## src/rtl/round_key_pkg.sv

```systemverilog
// Shared constants and types for the DES key schedule: PC-1/PC-2 tables,
// per-round shift schedule and subkey/half-key types.
package round_key_pkg;

    localparam int unsigned NUM_ROUNDS = 16;
    localparam int unsigned KEY_W      = 64;
    localparam int unsigned SUBKEY_W   = 48;
    localparam int unsigned HALF_W     = 28;

    typedef logic [SUBKEY_W-1:0] subkey_t;
    typedef logic [HALF_W-1:0]   half_key_t;

    // Entries are DES bit numbers, 1 = MSB of the source vector
    localparam int unsigned PC1 [56] = '{
        57, 49, 41, 33, 25, 17,  9,
         1, 58, 50, 42, 34, 26, 18,
        10,  2, 59, 51, 43, 35, 27,
        19, 11,  3, 60, 52, 44, 36,
        63, 55, 47, 39, 31, 23, 15,
         7, 62, 54, 46, 38, 30, 22,
        14,  6, 61, 53, 45, 37, 29,
        21, 13,  5, 28, 20, 12,  4
    };

    localparam int unsigned PC2 [48] = '{
        14, 17, 11, 24,  1,  5,
         3, 28, 15,  6, 21, 10,
        23, 19, 12,  4, 26,  8,
        16,  7, 27, 20, 13,  2,
        41, 52, 31, 37, 47, 55,
        30, 40, 51, 45, 33, 48,
        44, 49, 39, 56, 34, 53,
        46, 42, 50, 36, 29, 32
    };

    localparam int unsigned SHIFTS [NUM_ROUNDS] = '{
        1, 1, 2, 2, 2, 2, 2, 2, 1, 2, 2, 2, 2, 2, 2, 1
    };

    // High when any byte of the key has even parity
    function automatic logic parity_err(input logic [KEY_W-1:0] key);
        logic       err;
        logic [7:0] by;
        err = 1'b0;
        for (int b = 0; b < 8; b++) begin
            by  = 8'(key >> (8 * b));
            err = err | ~(^by);
        end
        return err;
    endfunction

endpackage

```

## src/rtl/round_key_sched.sv

```systemverilog
// Combinational DES key schedule: user key -> K1..K16 in encryption order.
// Pure wiring: PC-1, cumulative left rotations, PC-2.
module round_key_sched
    import round_key_pkg::*;
(
    input  logic [KEY_W-1:0] user_key,
    output subkey_t          keys [NUM_ROUNDS]
);

    half_key_t   c  [NUM_ROUNDS+1];
    half_key_t   d  [NUM_ROUNDS+1];
    logic [55:0] cd0;
    logic [55:0] cd [NUM_ROUNDS+1];

    // PC-1 drops the parity bits and splits into C0/D0
    for (genvar j = 0; j < 56; j++) begin : g_pc1
        assign cd0[55-j] = user_key[KEY_W-PC1[j]];
    end

    assign c[0] = cd0[55:28];
    assign d[0] = cd0[27:0];

    for (genvar r = 0; r < NUM_ROUNDS; r++) begin : g_rot
        if (SHIFTS[r] == 2) begin : g_two
            assign c[r+1] = {c[r][HALF_W-3:0], c[r][HALF_W-1:HALF_W-2]};
            assign d[r+1] = {d[r][HALF_W-3:0], d[r][HALF_W-1:HALF_W-2]};
        end else begin : g_one
            assign c[r+1] = {c[r][HALF_W-2:0], c[r][HALF_W-1]};
            assign d[r+1] = {d[r][HALF_W-2:0], d[r][HALF_W-1]};
        end
    end

    for (genvar r = 0; r <= NUM_ROUNDS; r++) begin : g_cat
        assign cd[r] = {c[r], d[r]};
    end

    for (genvar r = 0; r < NUM_ROUNDS; r++) begin : g_key
        for (genvar j = 0; j < SUBKEY_W; j++) begin : g_pc2
            assign keys[r][SUBKEY_W-1-j] = cd[r+1][56-PC2[j]];
        end
    end

endmodule

```

## src/rtl/round_key.sv

```systemverilog
// Registered DES round-key generator with encryption/decryption ordering.
// Optional ROUND_KEY_PARITY_CHECK_EN adds a registered key_parity_err output.
module round_key
    import round_key_pkg::*;
(
    input  logic              clk,
    input  logic              rst,
    input  logic [KEY_W-1:0]  user_key,
    input  logic              encr_decr,
    output logic [47:0]       roundkey_1,
    output logic [47:0]       roundkey_2,
    output logic [47:0]       roundkey_3,
    output logic [47:0]       roundkey_4,
    output logic [47:0]       roundkey_5,
    output logic [47:0]       roundkey_6,
    output logic [47:0]       roundkey_7,
    output logic [47:0]       roundkey_8,
    output logic [47:0]       roundkey_9,
    output logic [47:0]       roundkey_10,
    output logic [47:0]       roundkey_11,
    output logic [47:0]       roundkey_12,
    output logic [47:0]       roundkey_13,
    output logic [47:0]       roundkey_14,
    output logic [47:0]       roundkey_15,
    output logic [47:0]       roundkey_16
`ifdef ROUND_KEY_PARITY_CHECK_EN
    ,
    output logic              key_parity_err
`endif
);

    subkey_t keys    [NUM_ROUNDS];
    subkey_t ordered [NUM_ROUNDS];

    round_key_sched u_sched (
        .user_key (user_key),
        .keys     (keys)
    );

    // Decryption uses the same schedule, reversed
    for (genvar i = 0; i < NUM_ROUNDS; i++) begin : g_order
        assign ordered[i] = encr_decr ? keys[i] : keys[NUM_ROUNDS-1-i];
    end

    always_ff @(posedge clk or posedge rst) begin
        if (rst) begin
            roundkey_1  <= '0;
            roundkey_2  <= '0;
            roundkey_3  <= '0;
            roundkey_4  <= '0;
            roundkey_5  <= '0;
            roundkey_6  <= '0;
            roundkey_7  <= '0;
            roundkey_8  <= '0;
            roundkey_9  <= '0;
            roundkey_10 <= '0;
            roundkey_11 <= '0;
            roundkey_12 <= '0;
            roundkey_13 <= '0;
            roundkey_14 <= '0;
            roundkey_15 <= '0;
            roundkey_16 <= '0;
        end else begin
            roundkey_1  <= ordered[0];
            roundkey_2  <= ordered[1];
            roundkey_3  <= ordered[2];
            roundkey_4  <= ordered[3];
            roundkey_5  <= ordered[4];
            roundkey_6  <= ordered[5];
            roundkey_7  <= ordered[6];
            roundkey_8  <= ordered[7];
            roundkey_9  <= ordered[8];
            roundkey_10 <= ordered[9];
            roundkey_11 <= ordered[10];
            roundkey_12 <= ordered[11];
            roundkey_13 <= ordered[12];
            roundkey_14 <= ordered[13];
            roundkey_15 <= ordered[14];
            roundkey_16 <= ordered[15];
        end
    end

`ifdef ROUND_KEY_PARITY_CHECK_EN
    always_ff @(posedge clk or posedge rst) begin
        if (rst) begin
            key_parity_err <= 1'b0;
        end else begin
            key_parity_err <= parity_err(user_key);
        end
    end
`endif

endmodule

```

## config.mk

```make
export PLATFORM = sky130hd
export DESIGN_NAME = round_key
export DESIGN_NICKNAME = d
export VERILOG_FILES = /design/src/rtl/round_key_pkg.sv /design/src/rtl/round_key_sched.sv /design/src/rtl/round_key.sv
export SDC_FILE = /design/constraint.sdc
export NUM_CORES = 1
export LEC_CHECK = 0
export CAP_MARGIN = 20
export CORE_AREA = 8 8 317 319
export DETAILED_ROUTE_END_ITERATION = 10
export DIE_AREA = 0 0 325 327
export GPL_TIMING_DRIVEN = 0
export SLEW_MARGIN = 40
export SYNTH_ARGS = -nofsm -noshare
export SYNTH_HDL_FRONTEND = slang
export SYNTH_SLANG_ARGS = --single-unit
```

## constraint.sdc

```tcl
create_clock -name clk -period 23.3 [get_ports clk]
set_clock_uncertainty 0.1 [all_clocks]
set_input_delay 5.825 -clock clk [delete_from_list [all_inputs] [get_ports clk]]
set_output_delay 5.825 -clock clk [all_outputs]
set_load 0.005 [all_outputs]
```

==> impl_metrics.py <==
metrics = {
    "run_status": {
        "outcome": "finished, final reports clean",
    },
    "setup_path": {
        "max_stage_delay_ns": 0.44,
        "cp-end-kind": "asynchronous set/reset pin",
        "crit_type": "input pin to asynchronous set/reset pin",
        "path_common_cell": "buf_16",
        "crit_required_ns": 24.06,
        "cp.buffers_inverters": 12,
        "cp_launch_type": "input pin",
        "timing.critical_path.slowest_stage_cell": "clkdlybuf4s50_1",
        "cp_cell_sequence": "clkdlybuf4s50_1 -> clkinvlp_4 -> buf_16 -> buf_16 -> buf_16 -> buf_16 -> buf_12 -> buf_12 -> buf_12 -> buf_16 -> buf_16 -> buf_8",
        "cp_max_fo": 25,
        "crit_family": "buffers and inverters",
        "timing.critical_path.arrival_ns": 8.53,
        "worst-path-stages": 12,
    },
    "synth": {
        "synth_area_leader_cell": "dfrtp_1",
        "post_synth_instance_area_um2": 28200,
        "synth.net_count": 1717,
        "synth-edff-count": 0,
        "seq_area_frac_synth_pct": 61.1,
        "netlist_top_cells_count": "dfrtp_1, mux2_4, mux2_2, clkbuf_1, buf_4",
        "number_of_standard_cells_after_synthesis": 1650,
        "avgSynthCellArea_um2": 17.1,
        "ffs_w_async_s_r_synth_pct": 100,
        "synth.top_cell.area_share_pct": 61.1,
        "synth_most_common_cell": "dfrtp_1",
        "synth_cell_types": 8,
        "yosys-top-cells-area": "dfrtp_1, mux2_4, mux2_2, buf_4, buf_6",
        "top_reg_cell_synth": "dfrtp_1",
        "synthesis.yosys.warnings": 0,
        "postSynthRegisterBits": 688,
    },
    "timing": {
        "fin_tns_setup_ns": 0,
        "final.period_utilization_pct": 33.3,
        "worst_slew_margin_rel_pct": 37.8,
        "total_setup_violations_reported_at_the_end_of_the_flow": 0,
        "final_hold_viol_count": 0,
        "final_report_max_slew_violation_count": 0,
        "post-route-min-period_ns": 7.76,
        "grt_setup_unrepaired": "no",
        "max_freq_ghz": 0.129,
        "worst_pin_slew_ns": 0.933,
    },
    "die": {
        "die_height_um": 327,
        "die_x_um": 325,
        "ioPinCount": 835,
        "dieArea_um2": 106000,
        "core_area_um2": 95700,
        "initial_utilization_pct": 29.4,
        "standard_cell_rows": 114,
    },
    "finish": {
        "layout_cell_share_with_drive_strength_beyond_1_pct": 38.6,
        "finish.net_count": 2648,
        "area_growth_from_synthesis_to_layout_pct": 46.3,
        "nFillCells": 8568,
    },
    "clock_network": {
        "cts_buffers": 75,
        "cts_tree": "yes",
        "postCtsResizedCells": 0,
        "clock_sink_count": 688,
        "clkSlewWorstSetupHoldPaths_ns": 0.06,
        "number_of_h_tree_levels": 3,
        "post_cts_hold_buffer_count": 0,
        "clk_buf_depth": 3,
        "cts.root.buffer_cell": "clkbuf_16",
        "post_cts_setup_buffer_count": 0,
    },
    "global_routing": {
        "global_route_wire_length_before_repair_mm": 185,
        "first_global_vias": 20560,
        "grt_start_max_net_pins": 30,
        "grt.overflow.total": 0,
        "track_usage_pct": 25.1,
        "grt_antenna_before_repair": 8,
    },
    "power_and_ir_drop": {
        "p_leak_nw": 18.2,
        "final_power_mw": 3.12,
        "power.density_cell_area_nw_per_um2": 75.8,
        "vdd_drop_max_v": 0.0000513,
    },
    "detailed_routing": {
        "postRouteAntennaNets": 0,
        "post-route-drc-count": 0,
        "drtIter0Drc": 1140,
        "firstDrtPassIters": 5,
        "totalWireLength_mm": 138,
        "route.detailed.wl_per_inst_um": 35.1,
        "vias": 18242,
        "drt-vias-per-instance": 4.66,
    },
    "placed_design": {
        "place.gp.congestion": 0.845,
        "hpwlAfterDp_mm": 103,
        "portBuffers": 821,
    },
    "job": {
        "max_cap_violations": 0,
    },
    "hold_path": {
        "worst_hold_class": "input pin to asynchronous set/reset pin",
    },
}
## worst paths after layout
check             slack, ns           from         endpoint
min in group clk       5.52   user_key[53]   roundkey_2[37]
setup / recovery      15.54            rst  roundkey_13[18]
max in group clk      15.57  roundkey_8[6]    roundkey_8[6]
hold / removal         5.41            rst   roundkey_3[40]
## cells in the final DEF (no fill, tap or decap)
master and count:
clkinv_2 12, clkbuf_8 15, clkbuf_2 22, buf_6 45, dfrtp_1 688, clkinv_8 2, inv_6 6, clkbuf_1 107
clkdlybuf4s50_1 821, buf_2 31, buf_16 12, mux2_2 288, clkbuf_16 77, buf_12 18, buf_8 3, bufinv_16 3
clkinvlp_4 3, buf_4 81, mux2_4 400, diode_2 7
## layout make-up
cell class	instances	area, um2	share of cell area [%]
flip-flops and latches	688	17200	41.8
multi-input cells	688	9250	22.4
repair buffers	854	8950	21.7
clock buffers	105	2180	5.30
plain buffers	273	1730	4.21
well taps	1276	1600	3.87
clock inverters	25	250	0.607
diodes	7	17.5	0.0425
inverters	1	7.51	0.0182
## sequential cells by signal (all words and copies together), names as in the netlist
signal,cells
roundkey_15,48
roundkey_12,48
roundkey_10,48
roundkey_5,48
roundkey_4,48
roundkey_11,48
roundkey_8,47
roundkey_16,9
roundkey_14,48
roundkey_9,47
roundkey_6,48
roundkey_3,48
roundkey_1,9
roundkey_2,48
roundkey_13,48
roundkey_7,48
## power breakdown
group	total [mW]	internal, mW	switching [mW]
logic	0.596	0.331	0.266
registers	1.33	1.29	0.0429
clock network	1.20	0.689	0.509
## per-stage QoR
step	hold WS, ns	worst slack (ns)	std cells	util (%)	cell area [um2]
6_report	5.41	15.54	3917	43.1	41200
5_1_grt	5.41	15.32	3914	43.0	41200
4_1_cts	5.36	15.53	3910	43.0	41200
3_5_place_dp	6.07	14.81	3780	40.5	38800
3_3_place_gp	6.36	4.02	3747	39.7	38000
2_1_floorplan	5.87	7.96	1650	-	28200
## metal layers
metal	global-route usage [%]	wire, um	part of all wire [%]
met5	0	0	0
met4	8.39	4600	3.3
met3	9.12	11900	8.6
met2	43.7	68900	50
met1	28.4	52100	38
## cells by family (layout without fill, tap and decap cells)
group                  count (synthesis)  in the layout  synth area share, %
buffers and inverters                274           1258                 6.07
flip-flops                           688            688                 61.1
multiplexers                         688            688                 32.8
other                                  0              7                    0
(Power assumes the default switching activity.)
==> RTL change, RTL diff (config.mk and constraints unchanged) <==
The option `ROUND_KEY_PARITY_CHECK_EN` is turned on by a define.
--- a/src/rtl/round_key.sv
+++ b/src/rtl/round_key.sv
@@ -1,5 +1,7 @@
 // Registered DES round-key generator with encryption/decryption ordering.
 // Optional ROUND_KEY_PARITY_CHECK_EN adds a registered key_parity_err output.
+`define ROUND_KEY_PARITY_CHECK_EN
+
 module round_key
     import round_key_pkg::*;
 (
Formal check against the unedited RTL (old outputs only; new: key_parity_err): equivalent (equiv_simple and equiv_induct, registers matched by name and starting in step).
==> RTL change against the unedited design <==
  * Sequential share of layout area increased by 6.8 points
  * Worst setup slack improved by 0.12 ns
  * Combinational power decreased by 21%
  * Power decreased by 3.3%
  * Routed wire length decreased by 23%
  * Design area decreased by 14%
  * Critical path depth decreased by 10
  * First-iteration DRC count decreased by 12%
  * Sequential cell count increased by 1
  * Area after synthesis decreased by 22%
==> RTL change: results (changes against the unedited design) <==
DRIVE_ABOVE_1_SHARE_PCT=12.99  # -26 points
PLACED_CELLS=3898  # +3.1%
SIGNAL_BUFFERS=1073  # -4.8%
SYN_NETS=1820  # +6.0%
LARGEST_FAMILY_OF_LOGIC_CELLS_BY_SYNTHESIZED_AREA='simple AND/OR/NAND/NOR gates'
PORT_BUFFER_COUNT=834  # +1.6%
SYNTH_SEQ_AREA_SHARE_PCT=77.96  # +17 points
POSTROUTEWIRELENGTH_MM=105.8  # -23%
P_TOTAL_W=0.003019  # -3.3%
POST_SYNTH_MOST_FREQUENT_CELLS='sky130_fd_sc_hd__nand2_1 (745), sky130_fd_sc_hd__dfrtp_1 (689), sky130_fd_sc_hd__buf_2 (113), sky130_fd_sc_hd__buf_4 (80), sky130_fd_sc_hd__xnor2_1 (54)'
SYNTHMUXAREASHARE_PCT=0  # -33 points
CLOCK_BUFFERS=112  # +6.7%
DIODES=3  # -4
PRE_CTS_SLACK_NS=14.91  # +0.1034 ns
GRT_PASS1_VIAS=17190  # -16%
P_LEAK_nW=17.41  # -4.2%
MULTI_INPUT_COMBINATIONAL_GATE_TOTAL=859  # +25%
GROUTE.LAYER.MET3.USAGE_PCT=7.108  # -2.0 points
TOTAL_SWITCHING_POWER_W=0.0007591  # -7.2%
DESIGN_AREA_MM2=0.03550  # -14%
CRIT_ARRIVAL_NS=1.72  # -6.81 ns
PEAKVDDDROP_mV=0.05908  # +15%
SYNTH.LIB_CELLS_USED.DISTINCT=12  # +4
GRTUSAGEMET1_PCT=22.62  # -5.7 points
FILL_CELLS=9295  # +8.5%
OUTCOME='complete, no violations'
GP_ROUTABILITY_CONGESTION=0.8246  # -2.4%
INITIALDRTVIOLATIONCOUNT=1004  # -12%
SEQ_TOTAL_AREA_PCT=48.56  # +6.8 points
NETLIST_TOP_CELLS_AREA='sky130_fd_sc_hd__dfrtp_1 (78%), sky130_fd_sc_hd__nand2_1 (13%), sky130_fd_sc_hd__buf_4 (2.7%), sky130_fd_sc_hd__buf_2 (2.6%), sky130_fd_sc_hd__xnor2_1 (2.1%)'
MAXIMUM_NUMBER_OF_PINS_ON_ONE_NET_BEFORE_GLOBAL_ROUTE_REPAIR=28  # -6.7%
GRT_FIRST_PASS_WIRELENGTH_MM=143.3  # -23%
CRITICAL_PATH.MAX_FANOUT=2  # -92%
[RTL change: changes by cell type after synthesis, sizes merged, moves of 6 or more]
cell,before,now
nand2,0,745
mux2,688,0
clkbuf,116,11
xnor2,0,54
nand2b,0,50
buf,157,193
or2b,0,6
[RTL change: routing by layer]
metal / wire length, µm / vias up
met4: 3594 / 2
li1: - / 7074
met3: 8899 / 163
met1: 41320 / 8228
met5: 10 / -
met2: 52020 / 709
[RTL change: path summary, 6_finish.rpt]
kind	from	to	slack, ns	cells after the start
setup / recovery	roundkey_16[4]	roundkey_8[8]	15.66	2
hold / removal	rst	roundkey_15[22]	5.46	2
max in group asynchronous	rst	roundkey_3[16]	15.79	10
min in group clk	encr_decr	roundkey_3[4]	5.68	3
[RTL change: critical path, stage by stage, from the launching register on]
cell                              delay, ns
sky130_fd_sc_hd__dfrtp_1               0.46
sky130_fd_sc_hd__buf_4                 0.15
sky130_fd_sc_hd__clkdlybuf4s50_1       0.49
